File: src/rtl/baud_gen_frac.sv
// -----------------------------------------------------------------------------
// baud_gen_frac
// Fractional (NCO) baud-rate generator for uart_rx / uart_tx.
// A phase accumulator adds INCR[rate] every enabled cycle; each carry out of
// the accumulator is one oversample tick. Every OVERSAMPLE oversample ticks
// form one bit: the mid-bit tick fires on the tick that ends the first half
// of the bit, and the baud tick fires on the tick that ends the bit.
//
// Ports
//   i_clk        system clock, rising edge
//   i_reset      asynchronous reset, active-high
//   i_valid      enable; 0 freezes accumulator, counter and rate
//   i_rate_sel   requested rate index (0..3)
//   i_rate_load  1-cycle strobe capturing i_rate_sel
//   i_resync     1-cycle strobe zeroing the bit phase (RX start edge)
//   o_os_tick    1-cycle pulse at OVERSAMPLE*baud
//   o_mid_tick   1-cycle pulse at the mid-bit sample point
//   o_baud_tick  1-cycle pulse at the bit boundary
//   o_os_count   current oversample index within the bit
//   o_rate_cur   rate index currently driving the accumulator
//   o_rate_pend  a rate change is waiting for the next bit boundary
// -----------------------------------------------------------------------------
module baud_gen_frac #(
   parameter int unsigned CLK_FREQ     = 100000000,
   parameter int unsigned OVERSAMPLE   = 16,
   parameter int unsigned ACC_W        = 32,
   parameter int unsigned BAUD0        = 9600,
   parameter int unsigned BAUD1        = 19200,
   parameter int unsigned BAUD2        = 57600,
   parameter int unsigned BAUD3        = 115200,
   parameter int unsigned RATE_SEL_RST = 3
) (
   input  logic                          i_clk,
   input  logic                          i_reset,
   input  logic                          i_valid,
   input  logic [1:0]                    i_rate_sel,
   input  logic                          i_rate_load,
   input  logic                          i_resync,
   output logic                          o_os_tick,
   output logic                          o_mid_tick,
   output logic                          o_baud_tick,
   output logic [$clog2(OVERSAMPLE)-1:0] o_os_count,
   output logic [1:0]                    o_rate_cur,
   output logic                          o_rate_pend
);

   localparam int unsigned CNT_W = $clog2(OVERSAMPLE);

   // Rounded phase increment: round(baud * OVERSAMPLE * 2^ACC_W / CLK_FREQ).
   function automatic logic [63:0] calc_incr(input logic [63:0] baud);
      logic [63:0] num;
      num = (baud * 64'(OVERSAMPLE)) << ACC_W;
      return (num + 64'(CLK_FREQ / 32'd2)) / 64'(CLK_FREQ);
   endfunction

   localparam logic [63:0] INCR0 = calc_incr(64'(BAUD0));
   localparam logic [63:0] INCR1 = calc_incr(64'(BAUD1));
   localparam logic [63:0] INCR2 = calc_incr(64'(BAUD2));
   localparam logic [63:0] INCR3 = calc_incr(64'(BAUD3));

   localparam logic [1:0]       RATE_RST = 2'(RATE_SEL_RST);
   localparam logic [CNT_W-1:0] LAST_CNT = CNT_W'(OVERSAMPLE - 32'd1);
   localparam logic [CNT_W-1:0] MID_CNT  = CNT_W'(OVERSAMPLE / 32'd2 - 32'd1);
   localparam logic [CNT_W-1:0] CNT_ONE  = CNT_W'(32'd1);

   // Reject parameter sets that cannot produce a usable tick stream.
   if (INCR0 == 64'd0 || INCR1 == 64'd0 || INCR2 == 64'd0 || INCR3 == 64'd0) begin : g_bad_incr
      $error("baud_gen_frac: a rate table entry rounds to a zero increment");
   end
   if ((64'(BAUD0) * 64'(OVERSAMPLE) * 64'd2 > 64'(CLK_FREQ)) ||
       (64'(BAUD1) * 64'(OVERSAMPLE) * 64'd2 > 64'(CLK_FREQ)) ||
       (64'(BAUD2) * 64'(OVERSAMPLE) * 64'd2 > 64'(CLK_FREQ)) ||
       (64'(BAUD3) * 64'(OVERSAMPLE) * 64'd2 > 64'(CLK_FREQ))) begin : g_bad_baud
      $error("baud_gen_frac: oversample rate exceeds half the clock frequency");
   end
   if (OVERSAMPLE < 32'd4 || OVERSAMPLE > 32'd32 ||
       (OVERSAMPLE & (OVERSAMPLE - 32'd1)) != 32'd0) begin : g_bad_ovs
      $error("baud_gen_frac: OVERSAMPLE must be a power of 2 in 4..32");
   end
   if (RATE_SEL_RST > 32'd3) begin : g_bad_rst_sel
      $error("baud_gen_frac: RATE_SEL_RST out of range");
   end

   logic [ACC_W-1:0] acc_q, acc_d;
   logic [CNT_W-1:0] os_cnt_q, os_cnt_d;
   logic [1:0]       rate_cur_q, rate_cur_d;
   logic [1:0]       rate_lat_q, rate_lat_d;
   logic             rate_pend_q, rate_pend_d;
   logic             os_tick_q, os_tick_d;
   logic             mid_tick_q, mid_tick_d;
   logic             baud_tick_q, baud_tick_d;

   logic [ACC_W-1:0] incr_s;
   logic [ACC_W:0]   sum_s;
   logic             carry_s;

   // Increment for the active rate; the extra sum bit is the oversample carry.
   always_comb begin
      incr_s = INCR3[ACC_W-1:0];
      case (rate_cur_q)
         2'd0:    incr_s = INCR0[ACC_W-1:0];
         2'd1:    incr_s = INCR1[ACC_W-1:0];
         2'd2:    incr_s = INCR2[ACC_W-1:0];
         2'd3:    incr_s = INCR3[ACC_W-1:0];
         default: incr_s = INCR3[ACC_W-1:0];
      endcase
      sum_s   = {1'b0, acc_q} + {1'b0, incr_s};
      carry_s = sum_s[ACC_W];
   end

   // Next-state: resync beats enable; rate changes while running wait for the bit boundary.
   always_comb begin
      acc_d       = acc_q;
      os_cnt_d    = os_cnt_q;
      rate_cur_d  = rate_cur_q;
      rate_lat_d  = rate_lat_q;
      rate_pend_d = rate_pend_q;
      os_tick_d   = 1'b0;
      mid_tick_d  = 1'b0;
      baud_tick_d = 1'b0;
      if (i_resync) begin
         acc_d       = '0;
         os_cnt_d    = '0;
         rate_pend_d = 1'b0;
         // A simultaneous load wins over an older pending index.
         if (i_rate_load) begin
            rate_cur_d = i_rate_sel;
         end else if (rate_pend_q) begin
            rate_cur_d = rate_lat_q;
         end else begin
            rate_cur_d = rate_cur_q;
         end
      end else if (i_valid) begin
         acc_d       = sum_s[ACC_W-1:0];
         os_tick_d   = carry_s;
         mid_tick_d  = carry_s && (os_cnt_q == MID_CNT);
         baud_tick_d = carry_s && (os_cnt_q == LAST_CNT);
         if (carry_s) begin
            os_cnt_d = os_cnt_q + CNT_ONE;   // wraps naturally: OVERSAMPLE is 2^CNT_W
         end else begin
            os_cnt_d = os_cnt_q;
         end
         // Accumulator is not cleared on a rate switch, keeping the phase continuous.
         if (baud_tick_d && rate_pend_q) begin
            rate_cur_d  = rate_lat_q;
            rate_pend_d = 1'b0;
         end else begin
            rate_cur_d  = rate_cur_q;
         end
         if (i_rate_load) begin
            rate_lat_d  = i_rate_sel;
            rate_pend_d = 1'b1;
         end else begin
            rate_lat_d  = rate_lat_q;
         end
      end else begin
         // Idle: no bit in flight, so the new rate can take effect at once.
         if (i_rate_load) begin
            rate_cur_d  = i_rate_sel;
            rate_pend_d = 1'b0;
         end else begin
            rate_cur_d  = rate_cur_q;
         end
      end
   end

   // State and registered tick outputs.
   always_ff @(posedge i_clk or posedge i_reset) begin
      if (i_reset) begin
         acc_q       <= '0;
         os_cnt_q    <= '0;
         rate_cur_q  <= RATE_RST;
         rate_lat_q  <= RATE_RST;
         rate_pend_q <= 1'b0;
         os_tick_q   <= 1'b0;
         mid_tick_q  <= 1'b0;
         baud_tick_q <= 1'b0;
      end else begin
         acc_q       <= acc_d;
         os_cnt_q    <= os_cnt_d;
         rate_cur_q  <= rate_cur_d;
         rate_lat_q  <= rate_lat_d;
         rate_pend_q <= rate_pend_d;
         os_tick_q   <= os_tick_d;
         mid_tick_q  <= mid_tick_d;
         baud_tick_q <= baud_tick_d;
      end
   end

   assign o_os_tick   = os_tick_q;
   assign o_mid_tick  = mid_tick_q;
   assign o_baud_tick = baud_tick_q;
   assign o_os_count  = os_cnt_q;
   assign o_rate_cur  = rate_cur_q;
   assign o_rate_pend = rate_pend_q;

endmodule

File: config.mk
export PLATFORM = sky130hd
export DESIGN_NAME = baud_gen_frac
export DESIGN_NICKNAME = d
export VERILOG_FILES = /design/src/rtl/baud_gen_frac.sv
export SDC_FILE = /design/constraint.sdc
export NUM_CORES = 1
export LEC_CHECK = 0
export ABC_AREA = 1
export CORE_MARGIN = 2
export CORE_UTILIZATION = 64
export CTS_BUF_LIST = sky130_fd_sc_hd__clkbuf_8
export DETAILED_ROUTE_END_ITERATION = 12
export GPL_TIMING_DRIVEN = 1
export PLACE_DENSITY_LB_ADDON = 0.12
export SETUP_SLACK_MARGIN = 0.1
export SYNTH_ARGS = -nofsm -noshare
export SYNTH_HDL_FRONTEND = slang
export SYNTH_SLANG_ARGS = --single-unit
File: constraint.sdc
create_clock -name i_clk -period 3 [get_ports i_clk]
set_input_delay 0.6 -clock i_clk [delete_from_list [all_inputs] [get_ports i_clk]]
set_output_delay 0.6 -clock i_clk [all_outputs]
set_load 0.02 [all_outputs]
# Word level (Yosys, flattened, before mapping)
# Cells that the tools add are included.
# word_totals
ff_bits,44
input_bits,7
word_cells,53
out_inout_bits,10
# op_classes
reduce_logical,12
bitwise,1
n_eq_ne,7
n_mux,23
n_addsub,2
# op_table
operator,n
one-hot mux 32 bit (4 select lines),1
2-to-1 mux 32 bit,2
adder 32 x 32 -> 33 bit,1
2-to-1 mux 2 bit,6
2-to-1 mux 4 bit,3
2-to-1 mux 1 bit,11
AND reduction 3 bit,2
nonzero test 3 bit,2
"adder 4 x 1 -> 4 bit, second input constant",1
"equality test 2 bit, second input constant",2
"equality test 4 x 3 -> 1 bit, second input constant",1
"equality test 4 bit, second input constant",1
AND reduction 2 bit,2
nonzero test 2 bit,2
logical AND 1 bit,3
"inequality test 3 x 1 -> 1 bit, second input constant",1
"inequality test 3 x 2 -> 1 bit, second input constant",1
"equality test 2 x 1 -> 1 bit, second input constant",1
logical NOT 2 bit,1
inverter 1 bit,1

# Longest topological paths before layout
# logic_depth
depth_word,9
ltp_mapped,17
ltp_nobuf,17

# Worst setup path after synthesis
# OpenSTA, ideal clock, no wires.
# synth_timing
path_kind,register to register
from,register rate_cur_q[1] (netlist: o_rate_cur[1])
to,register os_cnt_q[1] (netlist: o_os_count[1])
period_less_slack_ns,2.494
setup_slack_ns,0.506
stages_incl_launch_ff,18
required_time_ns,2.882
arrival_time_ns,2.375
path_cell_list,dfstp_2 > inv_1 > ha_1 > inv_1 > nand2_1 > fa_1 > nand2_1 > nand2_1 > nand3_2 > nand2_2 > nand2_2 > nand2_4 > nand2_2 > nand2_4 > nand2_4 > inv_2 > nand2_1 > nand2_1
# synth_between
elab_chain_cells,5
# synth_lines
element,line_no,source
start: declaration,86,"logic [1:0] rate_cur_q, rate_cur_d;"
start signal: assignment,181,rate_cur_q <= rate_cur_d;
"equality test 2 bit, or another cell as far along",100,case (rate_cur_q)
one-hot mux 32 bit (4 select lines) *,100,
adder 32 x 32 -> 33 bit *,107,"sum_s = {1'b0, acc_q} + {1'b0, incr_s};"
nonzero test 2 bit (no source line) *,--,
AND reduction 2 bit (no source line) *,--,
end signal: assignment,180,os_cnt_q <= os_cnt_d;
end: declaration,85,"logic [CNT_W-1:0] os_cnt_q, os_cnt_d;"
# Every way passes the cells marked *; elsewhere a longest branch is shown, timed or not. The select of a mux whose other input is x is not followed.
# A chain may end at the register's enable or synchronous reset.

# Final worst setup path
# layout_timing
from,register rate_cur_q[0] (netlist: o_rate_cur[0])
to,register acc_q[26]
# layout_between
elab_chain_cells,5
# layout_lines
element,line_no,source
"equality test 2 bit, or another cell as far along",100,
one-hot mux 32 bit (4 select lines) *,100,
adder 32 x 32 -> 33 bit *,107,
2-to-1 mux 32 bit *,133,end else if (i_valid) begin
2-to-1 mux 32 bit *,121,if (i_resync) begin
end signal: assignment,170,acc_q <= '0;
end signal: assignment,179,acc_q <= acc_d;
end: declaration,84,"logic [ACC_W-1:0] acc_q, acc_d;"
# Marks and branches as above.

==> results by group <==
Logic synthesis
  – Post-synth cell types: 44
  – Synth Cell Area: 3910 um2
  – YS warnings: 0
  – Syn_area_per_cell: 6.56 um2
  – Syn nets: 635
  – Seq/Total Area, Yosys: 28.3%
  – Synth Instances: 596
  – Seq cells post-synth: 44

Global route
  – Initial antenna violation count: 0
  – Tot GR Track Use: between 30% and 40%
  – Largest net degree at the start of global routing: between 40 and 50
  – Vias in the first global route: 3546
  – GR Overflow Total: 0
  – Global-route wire length before repair: around 17000 um

STA
  – Hold slack: 0.469 ns
  – # setup viols final: 0
  – Slew HR: 61.7%
  – Fmax: about 370 MHz
  – RSZ-0062 raised after global routing: false
  – Fin. Hold Viols: 0
  – Tcrit/Tclk final: 90.6%
  – Fin crit period: around 2.7 ns
  – Clk_skew: 0.0143 ns
  – Setup Total Neg Slack: 0 ns
  – Tightest Pin Transition: 0.575 ns
  – Max-slew violations: 0

Detailed routing
  – Detailed-route via count: 3877
  – Iter 0 DRT Violations: 291
  – First-pass iteration count of the detailed router: 5
  – Vias/cell: ~5.6
  – Routed WL per cell: 14.7 um
  – Total Wirelength: roughly 10000 um
  – Drt drc: 0
  – Post-route ant nets: 0

Setup path
  – Req. time, crit path: 3.25 ns
  – Launch point of the worst reg-to-reg path: o_rate_cur[0]
  – Reg2reg end: acc_q[26]
  – Critical Path Source: o_rate_cur[0]
  – CP Capture Type: flop
  – Worst-path maximum fanout: 6
  – Critical Path AT: 2.96 ns
  – WS Path Type: reg -> reg
  – Delay-heaviest family, CP: simple AND/OR/NAND/NOR gates
  – Critical-path cell list: inv_1, ha_1, inv_1, nand2_2, fa_2, nand2_1, nand2_1, nand3_1, nand2_1, nand2_1, nand2_1, nand3_1, nand3_1, nand2_1, nand3_1, nand2_1
  – R2r setup slk: 0.28 ns
  – Cell mode on critical path: nand2_1
  – Worst Path Buf+Inv: 2
  – Setup crit start kind: flop
  – R2r worst-path depth: 16
  – CP max stage cell: dfstp_2
  – Max incr delay on CP: approximately 0.6 ns

Cells and area
  – Share of cells above drive strength 1: between 10% and 20%
  – Multi-input gate area: 2470 um2
  – Antenna diode count: 0
  – P&R area growth vs syn: 10.2%
  – Nets: 658
  – Reg area: 1110 um2
  – Fillers: 500

Min path
  – Worst hold path depth: 2
  – Hold crit path type: reg -> reg
  – Hold Startpoint: rate_lat_q[0]
  – Worst Hold Endpoint: rate_lat_q[0]

Pwr
  – Flop pwr share: 26.0%
  – Worst VDD drop: 0.000382 V
  – Power share of the combinational group: 58.1%
  – Sw Ratio: about half
  – Pwr/cell area: a little over 700 nW/um2
  – Clock power frac: about 16%
  – P_leak: 2.38 nW
  – Switching power: 1.53 mW
  – Int Power: 1.56 mW

CTS
  – Clock latency at the later pin of the worst-skew pair: ~0.31 ns
  – Cts-stage hold buffer count: 0
  – Bufs on Longest Clock Path: 2
  – Post-cts resize count: 0
  – CTS tree: built
  – Total CTS buffers: 5
  – Root Driver: clkbuf_8
  – Sink Count: 44
  – Setup Buffers After CTS: 0
  – # H-tree levels: 2
  – CTS clk-pin slew, worst paths: 0.10 ns

Placement
  – Detailed Place HPWL: 7990 um
  – Port bufs: 16
  – GPL Wtd Cong: between 0.9 and 1

Floorplan
  – Die H: 82.2 um
  – Core area: 5920 um2
  – Starting Density: 66.1%
  – Die Wd: about 80 um
  – # rows: 28
  – Total Die Area: slightly below 7000 um2
  – Boundary Pins: 17

Run
  – Max-cap viol count: 0

Outcome
  – Outcome: finished clean
[area by class of cell]
| type | instances | area share [%] |
|---|---|---|
| Clock buffer | 5 | 1.60 |
| Clock inverter | 3 | 1.07 |
| Inverter | 86 | 7.49 |
| Multi-Input combinational cell | 460 | 57.2 |
| Sequential cell | 44 | 25.7 |
| Tap cell | 75 | 2.18 |
| Timing Repair Buffer | 22 | 4.76 |
[kinds of logic (layout without fill, tap and decap cells)]
family	count (synthesis)	after routing	share of synthesized area [%]
xor gates and xnor gates	3	3	0.672
adders and majority gates	32	32	10.4
and+or+nand+nor	346	346	39.9
muxes	2	2	0.576
DFF	44	44	28.3
AOI/OAI and AO/OA	77	77	11.2
buffers and inverters	92	116	8.96
[worst max-delay path by stage]
stage	cells after the start	end	slack [ns]
after floorplan	17	o_os_count[1]	0.51
after global placement	15	acc_q[26]	0.24
after detailed placement	15	acc_q[26]	0.21
after CTS	15	acc_q[26]	0.19
after global routing	13	acc_q[27]	0.11
final	16	acc_q[26]	0.28
[routing by layer]
metal	vias to the layer above	wire length [um]	global-route usage, %
met1	1809	4840	45.6
li1	1947	-	-
met2	110	4640	52.4
met4	0	144	8.83
met5	-	0	0
met3	11	580	4.67
[cells in the mapped netlist, drive strengths merged]
library cell  instances  area, um2
nand4                 5       31.3
dfstp                 4        105
nor3                 10       75.1
o21bai                3       22.5
nand3                47        258
a22o                  2       17.5
a21oi                38        198
dfrtp                40       1000
xor2                  1       8.76
ha                   31        388
o31ai                 2       15.0
nand3b                2       15.0
nand2               217        877
xnor2                 2       17.5
and2                  2       15.0
fa                    1       20.0
o21ai                25        129
mux2                  2       22.5
a21o                  2       15.0
nor4                  1       12.5
buf                   2       12.5
o21a                  1       7.51
inv                  86        323
o211ai                1       7.51
clkbuf                4       15.0
a32o                  2       20.0
a21boi                1       7.51
or2                   5       31.3
nor2                 57        244
[stage by stage]
| stage | utilization [%] | instances | power, mW | setup WS, ns | cell area [um2] |
|---|---|---|---|---|---|
| 5_1_grt | 72.8 | 695 | 3.37 | 0.106 | 4310 |
| 4_1_cts | 72.6 | 695 | 3.05 | 0.194 | 4300 |
| 2_1_floorplan | - | 596 | 2.13 | 0.506 | 3910 |
| 6_report | 72.8 | 695 | 3.09 | 0.283 | 4310 |
| 3_3_place_gp | 70.6 | 687 | 2.51 | 0.237 | 4180 |
| 3_5_place_dp | 70.6 | 687 | 2.55 | 0.209 | 4180 |
[cells in the final DEF (no fill, tap or decap), types with 3 or more instances in the layout]
cell type	Yosys	final
a21oi_1	36	34
a21oi_2	2	4
buf_4	1	6
clkbuf_8	0	5
clkdlybuf4s50_1	0	16
dfrtp_1	40	40
dfstp_2	4	4
ha_1	31	31
inv_1	78	77
inv_2	8	9
nand2_1	200	199
nand2_2	13	14
nand2_4	4	4
nand3_1	44	44
nand4_1	5	5
nor2_1	51	51
nor2_2	3	3
nor2_4	3	3
nor3_1	5	5
nor3_2	5	5
o21ai_0	19	18
o21ai_1	5	6
o21bai_1	3	3
[worst register-to-register path: stages (launching register included)]
cell and delay, ns:
dfstp_2 0.59, inv_1 0.08, ha_1 0.22, inv_1 0.16
nand2_2 0.14, fa_2 0.41, nand2_1 0.10, nand2_1 0.10
nand3_1 0.08, nand2_1 0.10, nand2_1 0.08, nand2_1 0.11
nand3_1 0.15, nand3_1 0.09, nand2_1 0.07, nand3_1 0.08
nand2_1 0.07
[flip-flops by register name, indices dropped and copies added (netlist names)]
signal and flops:
o_rate_pend 1, o_os_tick 1, acc_q 32, o_baud_tick 1, o_mid_tick 1, o_os_count 4
o_rate_cur 2, rate_lat_q 2
[power by group through the flow]
stage	registers (mW)	logic [mW]	clock network, mW
3_3_place_gp	0.808	1.70	0
6_report	0.804	1.79	0.490
2_1_floorplan	0.790	1.34	0
5_1_grt	0.818	2.03	0.520
4_1_cts	0.801	1.75	0.498
3_5_place_dp	0.812	1.74	0
No activity file was read; power rests on OpenSTA's default activity.
